[src/rtl/uart_rx_fifo.sv]
// UART receiver with configurable width, parity and stop bits, feeding a show-ahead RX FIFO.
// Parity, framing and overrun errors are reported through sticky flags.
module uart_rx_fifo #(
  parameter int CLKS_PER_BIT = 87,
  parameter int DATA_BITS    = 8,
  parameter int PARITY       = 0,
  parameter int STOP_BITS    = 1,
  parameter int FIFO_DEPTH   = 8,
  localparam int ADDR_W      = $clog2(FIFO_DEPTH)
) (
  input  logic                 i_clk,
  input  logic                 i_rst_n,
  input  logic                 i_uart_rxd,
  input  logic                 i_rd_en,
  input  logic                 i_clr_err,
  output logic [DATA_BITS-1:0] o_rx_data,
  output logic                 o_empty,
  output logic                 o_full,
  output logic [ADDR_W:0]      o_count,
  output logic                 o_rx_dv,
  output logic                 o_parity_err,
  output logic                 o_frame_err,
  output logic                 o_overrun
);

  localparam int CNT_W = $clog2(CLKS_PER_BIT);
  localparam logic [CNT_W-1:0] CNT_LAST = CNT_W'(CLKS_PER_BIT - 1);
  localparam logic [CNT_W-1:0] CNT_HALF = CNT_W'(CLKS_PER_BIT / 2);
  localparam logic [3:0] DATA_LAST = 4'(DATA_BITS - 1);
  localparam logic [3:0] STOP_LAST = 4'(STOP_BITS - 1);
  localparam logic ODD_PAR = (PARITY == 2);
  localparam logic [ADDR_W:0] DEPTH_CNT = FIFO_DEPTH[ADDR_W:0];

  typedef enum logic [2:0] {
    S_IDLE, S_START, S_DATA, S_PARITY, S_STOP, S_WAIT_HIGH
  } state_t;

  logic sync1_reg, sync2_reg, rxd;

  always_ff @(posedge i_clk) begin
    if (!i_rst_n) begin
      sync1_reg <= 1'b1;
      sync2_reg <= 1'b1;
    end else begin
      sync1_reg <= i_uart_rxd;
      sync2_reg <= sync1_reg;
    end
  end

  assign rxd = sync2_reg;

  state_t                 state_reg, state_next;
  logic [CNT_W-1:0]       clk_cnt_reg, clk_cnt_next;
  logic [3:0]             bit_cnt_reg, bit_cnt_next;
  logic [DATA_BITS-1:0]   shift_reg, shift_next;
  logic                   parity_bad_reg, parity_bad_next;
  logic                   stop_bad_reg, stop_bad_next;
  logic                   commit_reg, commit_next;
  logic                   commit_ferr_reg, commit_ferr_next;
  logic                   sample;

  always_ff @(posedge i_clk) begin
    if (!i_rst_n) begin
      state_reg       <= S_IDLE;
      clk_cnt_reg     <= '0;
      bit_cnt_reg     <= '0;
      shift_reg       <= '0;
      parity_bad_reg  <= 1'b0;
      stop_bad_reg    <= 1'b0;
      commit_reg      <= 1'b0;
      commit_ferr_reg <= 1'b0;
    end else begin
      state_reg       <= state_next;
      clk_cnt_reg     <= clk_cnt_next;
      bit_cnt_reg     <= bit_cnt_next;
      shift_reg       <= shift_next;
      parity_bad_reg  <= parity_bad_next;
      stop_bad_reg    <= stop_bad_next;
      commit_reg      <= commit_next;
      commit_ferr_reg <= commit_ferr_next;
    end
  end

  always_comb begin
    state_next       = state_reg;
    clk_cnt_next     = clk_cnt_reg;
    bit_cnt_next     = bit_cnt_reg;
    shift_next       = shift_reg;
    parity_bad_next  = parity_bad_reg;
    stop_bad_next    = stop_bad_reg;
    commit_next      = 1'b0;
    commit_ferr_next = 1'b0;
    sample           = (clk_cnt_reg == CNT_LAST);
    case (state_reg)
      S_IDLE: begin
        if (!rxd) begin
          state_next   = S_START;
          clk_cnt_next = '0;
        end
      end
      S_START: begin
        if (clk_cnt_reg == CNT_HALF) begin
          clk_cnt_next = '0;
          bit_cnt_next = '0;
          state_next   = rxd ? S_IDLE : S_DATA;
        end else begin
          clk_cnt_next = clk_cnt_reg + 1'b1;
        end
      end
      S_DATA: begin
        if (sample) begin
          clk_cnt_next = '0;
          shift_next   = {rxd, shift_reg[DATA_BITS-1:1]};
          if (bit_cnt_reg == DATA_LAST) begin
            bit_cnt_next    = '0;
            parity_bad_next = 1'b0;
            stop_bad_next   = 1'b0;
            state_next      = (PARITY != 0) ? S_PARITY : S_STOP;
          end else begin
            bit_cnt_next = bit_cnt_reg + 1'b1;
          end
        end else begin
          clk_cnt_next = clk_cnt_reg + 1'b1;
        end
      end
      S_PARITY: begin
        if (sample) begin
          clk_cnt_next    = '0;
          parity_bad_next = (^shift_reg) ^ rxd ^ ODD_PAR;
          state_next      = S_STOP;
        end else begin
          clk_cnt_next = clk_cnt_reg + 1'b1;
        end
      end
      S_STOP: begin
        if (sample) begin
          clk_cnt_next = '0;
          // Decision is registered here; the FIFO write happens on the following edge.
          if (bit_cnt_reg == STOP_LAST) begin
            commit_next      = 1'b1;
            commit_ferr_next = stop_bad_reg | ~rxd;
            state_next       = (stop_bad_reg | ~rxd) ? S_WAIT_HIGH : S_IDLE;
          end else begin
            bit_cnt_next  = bit_cnt_reg + 1'b1;
            stop_bad_next = stop_bad_reg | ~rxd;
          end
        end else begin
          clk_cnt_next = clk_cnt_reg + 1'b1;
        end
      end
      S_WAIT_HIGH: begin
        if (rxd) state_next = S_IDLE;
      end
      default: state_next = S_IDLE;
    endcase
  end

  logic [DATA_BITS-1:0] mem [FIFO_DEPTH];
  logic [ADDR_W-1:0]    wr_ptr_reg, rd_ptr_reg;
  logic [ADDR_W:0]      count_reg;
  logic                 dv_reg, perr_reg, ferr_reg, ovr_reg;
  logic                 frame_good, pop, push;
  logic                 set_perr, set_ferr, set_ovr;

  assign frame_good = commit_reg & ~commit_ferr_reg & ~parity_bad_reg;
  assign pop        = i_rd_en & ~o_empty;
  // A pop in the commit cycle frees the slot, so a full FIFO still accepts the frame.
  assign push       = frame_good & (~o_full | pop);
  assign set_ferr   = commit_reg & commit_ferr_reg;
  assign set_perr   = commit_reg & ~commit_ferr_reg & parity_bad_reg;
  assign set_ovr    = frame_good & o_full & ~pop;

  always_ff @(posedge i_clk) begin
    if (push) mem[wr_ptr_reg] <= shift_reg;
  end

  always_ff @(posedge i_clk) begin
    if (!i_rst_n) begin
      wr_ptr_reg <= '0;
      rd_ptr_reg <= '0;
      count_reg  <= '0;
      dv_reg     <= 1'b0;
      perr_reg   <= 1'b0;
      ferr_reg   <= 1'b0;
      ovr_reg    <= 1'b0;
    end else begin
      if (push) wr_ptr_reg <= wr_ptr_reg + 1'b1;
      if (pop)  rd_ptr_reg <= rd_ptr_reg + 1'b1;
      case ({push, pop})
        2'b10:   count_reg <= count_reg + 1'b1;
        2'b01:   count_reg <= count_reg - 1'b1;
        default: count_reg <= count_reg;
      endcase
      dv_reg   <= push;
      perr_reg <= (perr_reg & ~i_clr_err) | set_perr;
      ferr_reg <= (ferr_reg & ~i_clr_err) | set_ferr;
      ovr_reg  <= (ovr_reg  & ~i_clr_err) | set_ovr;
    end
  end

  assign o_empty      = (count_reg == '0);
  assign o_full       = (count_reg == DEPTH_CNT);
  assign o_count      = count_reg;
  assign o_rx_data    = o_empty ? '0 : mem[rd_ptr_reg];
  assign o_rx_dv      = dv_reg;
  assign o_parity_err = perr_reg;
  assign o_frame_err  = ferr_reg;
  assign o_overrun    = ovr_reg;

endmodule
[config.mk]
export PLATFORM = sky130hd
export DESIGN_NAME = uart_rx_fifo
export DESIGN_NICKNAME = d
export VERILOG_FILES = /design/src/rtl/uart_rx_fifo.sv
export SDC_FILE = /design/constraint.sdc
export NUM_CORES = 1
export LEC_CHECK = 0
export ABC_CLOCK_PERIOD_IN_PS = 2240
export BUFFER_PORTS_ARGS = -buffer_cell sky130_fd_sc_hd__buf_4
export CAP_MARGIN = 30
export CORE_MARGIN = 4
export CORE_UTILIZATION = 55
export DETAILED_ROUTE_END_ITERATION = 6
export PLACE_DENSITY = 0.78
export SYNTH_ARGS = -nofsm -noshare
export SYNTH_HDL_FRONTEND = slang
export SYNTH_SLANG_ARGS = --single-unit
[constraint.sdc]
create_clock -name i_clk -period 2.24 [get_ports i_clk]
set_input_delay 0.448 -clock i_clk [delete_from_list [all_inputs] [get_ports i_clk]]
set_output_delay 0.448 -clock i_clk [all_outputs]
set_load 0.005 [all_outputs]
Yosys cells after proc, flatten, opt, wreduce, memory -nomap -nowiden --
Memory sizes are Yosys's and may differ from the RTL's. A register that Yosys moved wholly into a read port is not among the register bits. Index checks and enable logic that the tools add are counted.
Cells by class: add/subtract/negate cells 6, equality and inequality tests 20, multiplexer cells 35, bitwise logic cells 24, reductions and logical operators 18
Operators with widths (count):
- 3-bit 2-to-1 mux | 11
- 7-bit 2-to-1 mux | 3
- 7-bit one-hot mux with 3 select lines | 1
- 4-bit 2-to-1 mux | 5
- 2-bit inequality test (second input constant) | 9
- 3-bit one-hot mux with 6 select lines | 1
- 4-bit one-hot mux with 3 select lines | 1
- 1-bit bitwise AND | 11
- 5-bit AND reduction | 2
- 4-bit by 1-bit adder with 4-bit output (second input constant) | 2
- 4-bit zero test | 2
- 1-bit 2-to-1 mux | 8
- 8-bit 2-to-1 mux | 1
- 4-bit one-hot mux with 2 select lines | 1
- 4-bit AND reduction | 2
- 8-bit AND reduction | 1
- 8-bit XOR reduction | 1
- 7-bit by 1-bit adder with 7-bit output (second input constant) | 1
- 7-bit by 6-bit equality test with 1-bit output (second input constant) | 1
- 7-bit equality test (second input constant) | 1
- 1-bit inverter | 7
- 3-bit by 1-bit adder with 3-bit output (second input constant) | 2
- 3-bit by 2-bit equality test with 1-bit output (second input constant) | 2
- 3-bit equality test (second input constant) | 2
- other kinds (16) | 25
Word-level totals: register bits 42, RAM bits 64, bits of input ports 5, output and inout bits 18, word-level logic and storage cells 121, memories kept 1
Memories:
- mem | words 8, width 8, rd ports 1, clocked after Yosys merged registers in 1, write ports 1, RTL line 158 | logic [DATA_BITS-1:0] mem [FIFO_DEPTH];

Depth between registers and ports, before layout --
depth in word-level cells 7, mapped depth 11, mapped depth without buffers 9

Worst setup path after synthesis --
OpenSTA, ideal clock, no wires.
path type register to register, from register count_reg[0] (netlist: o_count[0]), to register count_reg[2] (netlist: o_count[2]), data arrival time 2.364 ns, required time 2.168 ns, setup slack -0.196 ns, stages on the path, launching flop included 12, buffers on the path 2, clock period less this slack 2.436 ns, cells stage by stage dfxtp_1 > buf_2 > nor4_4 > nand2b_1 > clkbuf_2 > nor2_1 > xor2_1 > ha_1 > nor4b_1 > a31oi_1 > o21ai_0 > mux2i_1
Between the ends: longest elaborated chain between the ends 7
RTL lines:
- from (decl) | RTL line 160 | logic [ADDR_W:0] count_reg;
- from (signal assigned) | RTL line 190 | 2'b10: count_reg <= count_reg + 1'b1;
- from (signal assigned) | RTL line 191 | 2'b01: count_reg <= count_reg - 1'b1;
- from (signal assigned) | RTL line 192 | default: count_reg <= count_reg;
- 4-bit zero test (*) | RTL line 201 | assign o_empty = (count_reg == '0);
- net o_empty | RTL line 17 | output logic o_empty,
- 1-bit inverter (*) | RTL line 166 | assign pop = i_rd_en & ~o_empty;
- 1-bit bitwise AND (*) | RTL line 166
- 1-bit bitwise OR | RTL line 168 | assign push = frame_good & (~o_full | pop);
- 1-bit bitwise AND | RTL line 168
- 2-bit by 1-bit equality test with 1-bit output / 2-bit equality test (equally long branches) | RTL line 189 | case ({push, pop})
- 4-bit one-hot mux with 2 select lines / 2-bit nonzero test (equally long branches)
The timed path passes the listed nets; every way through them passes the cells marked *. A chain may end at the register's enable or synchronous reset.

==> results.py <==
metrics = {
    "routing": {
        "vias": 2985,
        "first_pass_iters": 5,
        "drc": 0,
        "wl_per_cell_um": 17.25,
        "drt_iter0_markers": 263,
        "viasPerCell": 5.774,
        "antenna_left": 0,
        "wirelength_um": 8917,
    },
    "global_routing": {
        "global_route.usage.met3_pct": 2.907,
        "grtUsageMet2_pct": 30.03,
        "grt-ovfl-total": 0,
        "grtUsageMet1_pct": 26.11,
        "top_usage_layer": "met2",
        "grt.total_usage_pct": 18.75,
        "grt_first_pass_wirelength_um": 14610,
        "grt_max_degree": 22,
        "antenna_found_initial": 0,
        "grt_pass1_vias": 2851,
    },
    "floorplanning": {
        "rows": 33,
        "die_w_um": 100.9,
        "die_h_um": 100.9,
        "num_io_pins": 23,
        "start_util_pct": 57.23,
        "die_area_um2": 10190,
        "core_area_um2": 8299,
    },
    "final_layout": {
        "post-route-util_pct": 64.33,
        "nFillCells": 604,
        "largest_reg_flops": 64,
        "n_antenna_cell": 0,
        "drive_gt1_share_pct": 22.09,
        "area_delta_synth_final_pct": 12.41,
        "nets": 419,
        "fin_area_um2": 5339,
    },
    "critical_path": {
        "rrSetupSlack_ps": 200,
        "critPathMaxFanout": 8,
        "endpoint_kind": "primary output",
        "r2r-start": "o_count[1]$_SDFFE_PN0P_",
        "r2r_cells": 10,
        "timing.rr.end": "o_count[2]$_SDFFE_PN0P_",
        "critPathRequiredTime_ps": 1790,
        "critPathArrivalTime_ps": 1830,
        "cp-start-kind": "flop",
        "critPathKind": "reg -> out",
    },
    "yosys": {
        "synth_flop_cell": "edfxtp_1",
        "async_reset_ff_share_pct": 0,
        "yosysUniqueCellTypes": 58,
        "syn_area_per_cell_um2": 12.87,
        "yosysWarnings": 0,
        "synth_edf_count": 64,
        "synth_seq_area_share_pct": 59.43,
        "netlist_area_um2": 4750,
        "synth_cells": 369,
        "yosys_register_bits": 109,
        "synth_fp_nets": 381,
    },
    "placement": {
        "io_buffers": 22,
        "post-place-ws_ps": 220.2,
        "dp_hpwl_um": 6089,
        "placed_area_um2": 5107,
        "place_congestion": 0.8544,
    },
    "timing": {
        "rsz0062_at_grt": "true",
        "relSlewSlack_pct": 49.36,
        "final_max_slew_viol_count": 0,
        "finClkSkew_ps": 17.25,
        "min_period_ps": 2275,
        "worst_pin_slew_ps": 756.8,
        "setup_viol": 2,
        "fin_ws_ps": -34.71,
        "hold_viol": 0,
        "whs_ps": 263.1,
        "clock.fmax_ghz": 0.4396,
        "fin_crit_sh_pct": 101.5,
    },
    "power_and_ir_drop": {
        "power.density_nw_per_um2": 819.7,
        "worst_ir_drop_vdd_uv": 462.6,
        "leakagePower_nw": 1.906,
    },
    "cts": {
        "clkTransAtPathRegs_ps": 110,
        "cts_max_level": 3,
        "clock_path_buffers": 2,
        "clock_sinks": 109,
        "cts_setup_buffers": 0,
        "cts_root_buffer": "clkbuf_8",
        "cts_tree": "built",
        "numCtsBuffers": 9,
        "insertion_delay_ps": 360,
        "cts_hold_buffers": 0,
    },
    "worst_hold_path": {
        "hold_class": "in -> reg",
        "hp-start": "i_uart_rxd",
        "whs_path_depth": 2,
        "whs_endpoint": "sync1_reg$_SDFF_PN1_",
    },
    "status": {
        "violations": "setup timing",
        "status": "finished with violations",
    },
    "run": {
        "cap_viol_max_count": 0,
    },
}
-- how the worst max path moves through the flow --
stage | slack, ps | end | from | cells after the start
final | -30 | o_rx_data[3] | flop | 5
after detailed placement | 220 | mem[1][7]$_DFFE_PP_ | commit_reg$_SDFF_PN0_ | 4
after CTS | -70 | o_rx_data[3] | flop | 5
after global routing | -130 | o_rx_data[7] | flop | 5
after floorplan | -30 | o_count[2]$_SDFFE_PN0P_ | o_count[2]$_SDFFE_PN0P_ | 11
after global placement | 160 | mem[0][5]$_DFFE_PP_ | i_rd_en | 4
-- critical path: stages (launching register included) --
cell     delay (ps)
dfxtp_4         410
buf_12          150
mux4_2          540
mux2i_1         170
nor2_1           60
buf_4           130
-- layout make-up --
class                           instances  area, um2  share of cell area [%]
Clock buffer                            9      123.9                   2.320
Timing Repair Buffer                   44      357.8                   6.703
Multi-Input combinational cell        233       1793                   33.58
Tap cell                              105      131.4                   2.461
Sequential cell                       109       2828                   52.96
Inverter                               10      37.54                  0.7031
Clock inverter                          7      67.56                   1.266
-- layout by cell type (no fill, tap or decap), types with 12 or more instances in the layout --
cell type,synthesis,routed
nor2_1,47,46
dfxtp_1,45,43
mux4_2,16,16
nand3_1,12,12
a21oi_1,13,13
mux2i_1,23,22
edfxtp_1,64,64
nand2b_1,12,12
nand2_1,23,23
buf_4,0,40
-- kinds of logic after synthesis --
kind of cell / synth area share, %
compound gates: 6.718
buf+inv: 3.135
simple gates: 14.04
xor+xnor: 2.397
mux: 12.43
flops: 59.43
fa+ha+maj: 1.844
-- per-stage QoR --
stage / power, mW / setup TNS, ps / std cells
finish: 4.376 / -61.85 / 517
CTS: 4.407 / -192.1 / 516
detailed placement: 3.223 / 0 / 499
global route: 4.592 / -533.4 / 517
floorplan: 2.950 / -28.50 / 369
global placement: 3.202 / 0 / 498
-- metal layers --
metal	share of wire (%)	routed length (um)	up-vias
li1	-	-	1433
met1	44	3966	1437
met2	48	4319	108
met3	6.1	547	7
met4	0.93	83	0
met5	0	0	-
-- cells in the mapped netlist (all sizes together), types with 2 or more instances --
cell / instances / share of area [%]
nand3: 12 / 1.3
nor2: 47 / 3.7
o21a: 2 / 0.32
nand2b: 12 / 1.6
a22oi: 2 / 0.32
nor2b: 4 / 0.53
clkbuf: 8 / 1.1
a211o: 2 / 0.37
nand2: 23 / 1.8
or3: 2 / 0.26
nor3b: 3 / 0.58
edfxtp: 64 / 40
nor4b: 2 / 0.37
mux4: 16 / 7.6
or4b: 2 / 0.42
and2: 2 / 0.26
o21ai: 9 / 0.95
mux2i: 23 / 4.8
and3: 2 / 0.26
o31ai: 2 / 0.61
nor4: 3 / 0.71
nand3b: 3 / 0.47
dfxtp: 45 / 19
xnor2: 9 / 1.7
inv: 10 / 0.79
a211oi: 2 / 0.32
nor3: 6 / 0.63
ha: 7 / 1.8
xor2: 4 / 0.74
or3b: 2 / 0.42
buf: 8 / 1.1
a31oi: 3 / 0.40
a21oi: 13 / 1.4
-- power by group --
group | internal, mW | switching (mW) | total [mW]
Clock | 0.441 | 0.704 | 1.14
Combinational | 0.522 | 0.488 | 1.01
Sequential | 2.15 | 0.0700 | 2.22
Total | 3.11 | 1.26 | 4.38
-- what timing repair did --
item	4_1_cts	5_1_grt
resized for setup	3	1
gates cloned	1	0
setup endpoints to repair	8	8
(Power assumes the default switching activity.)
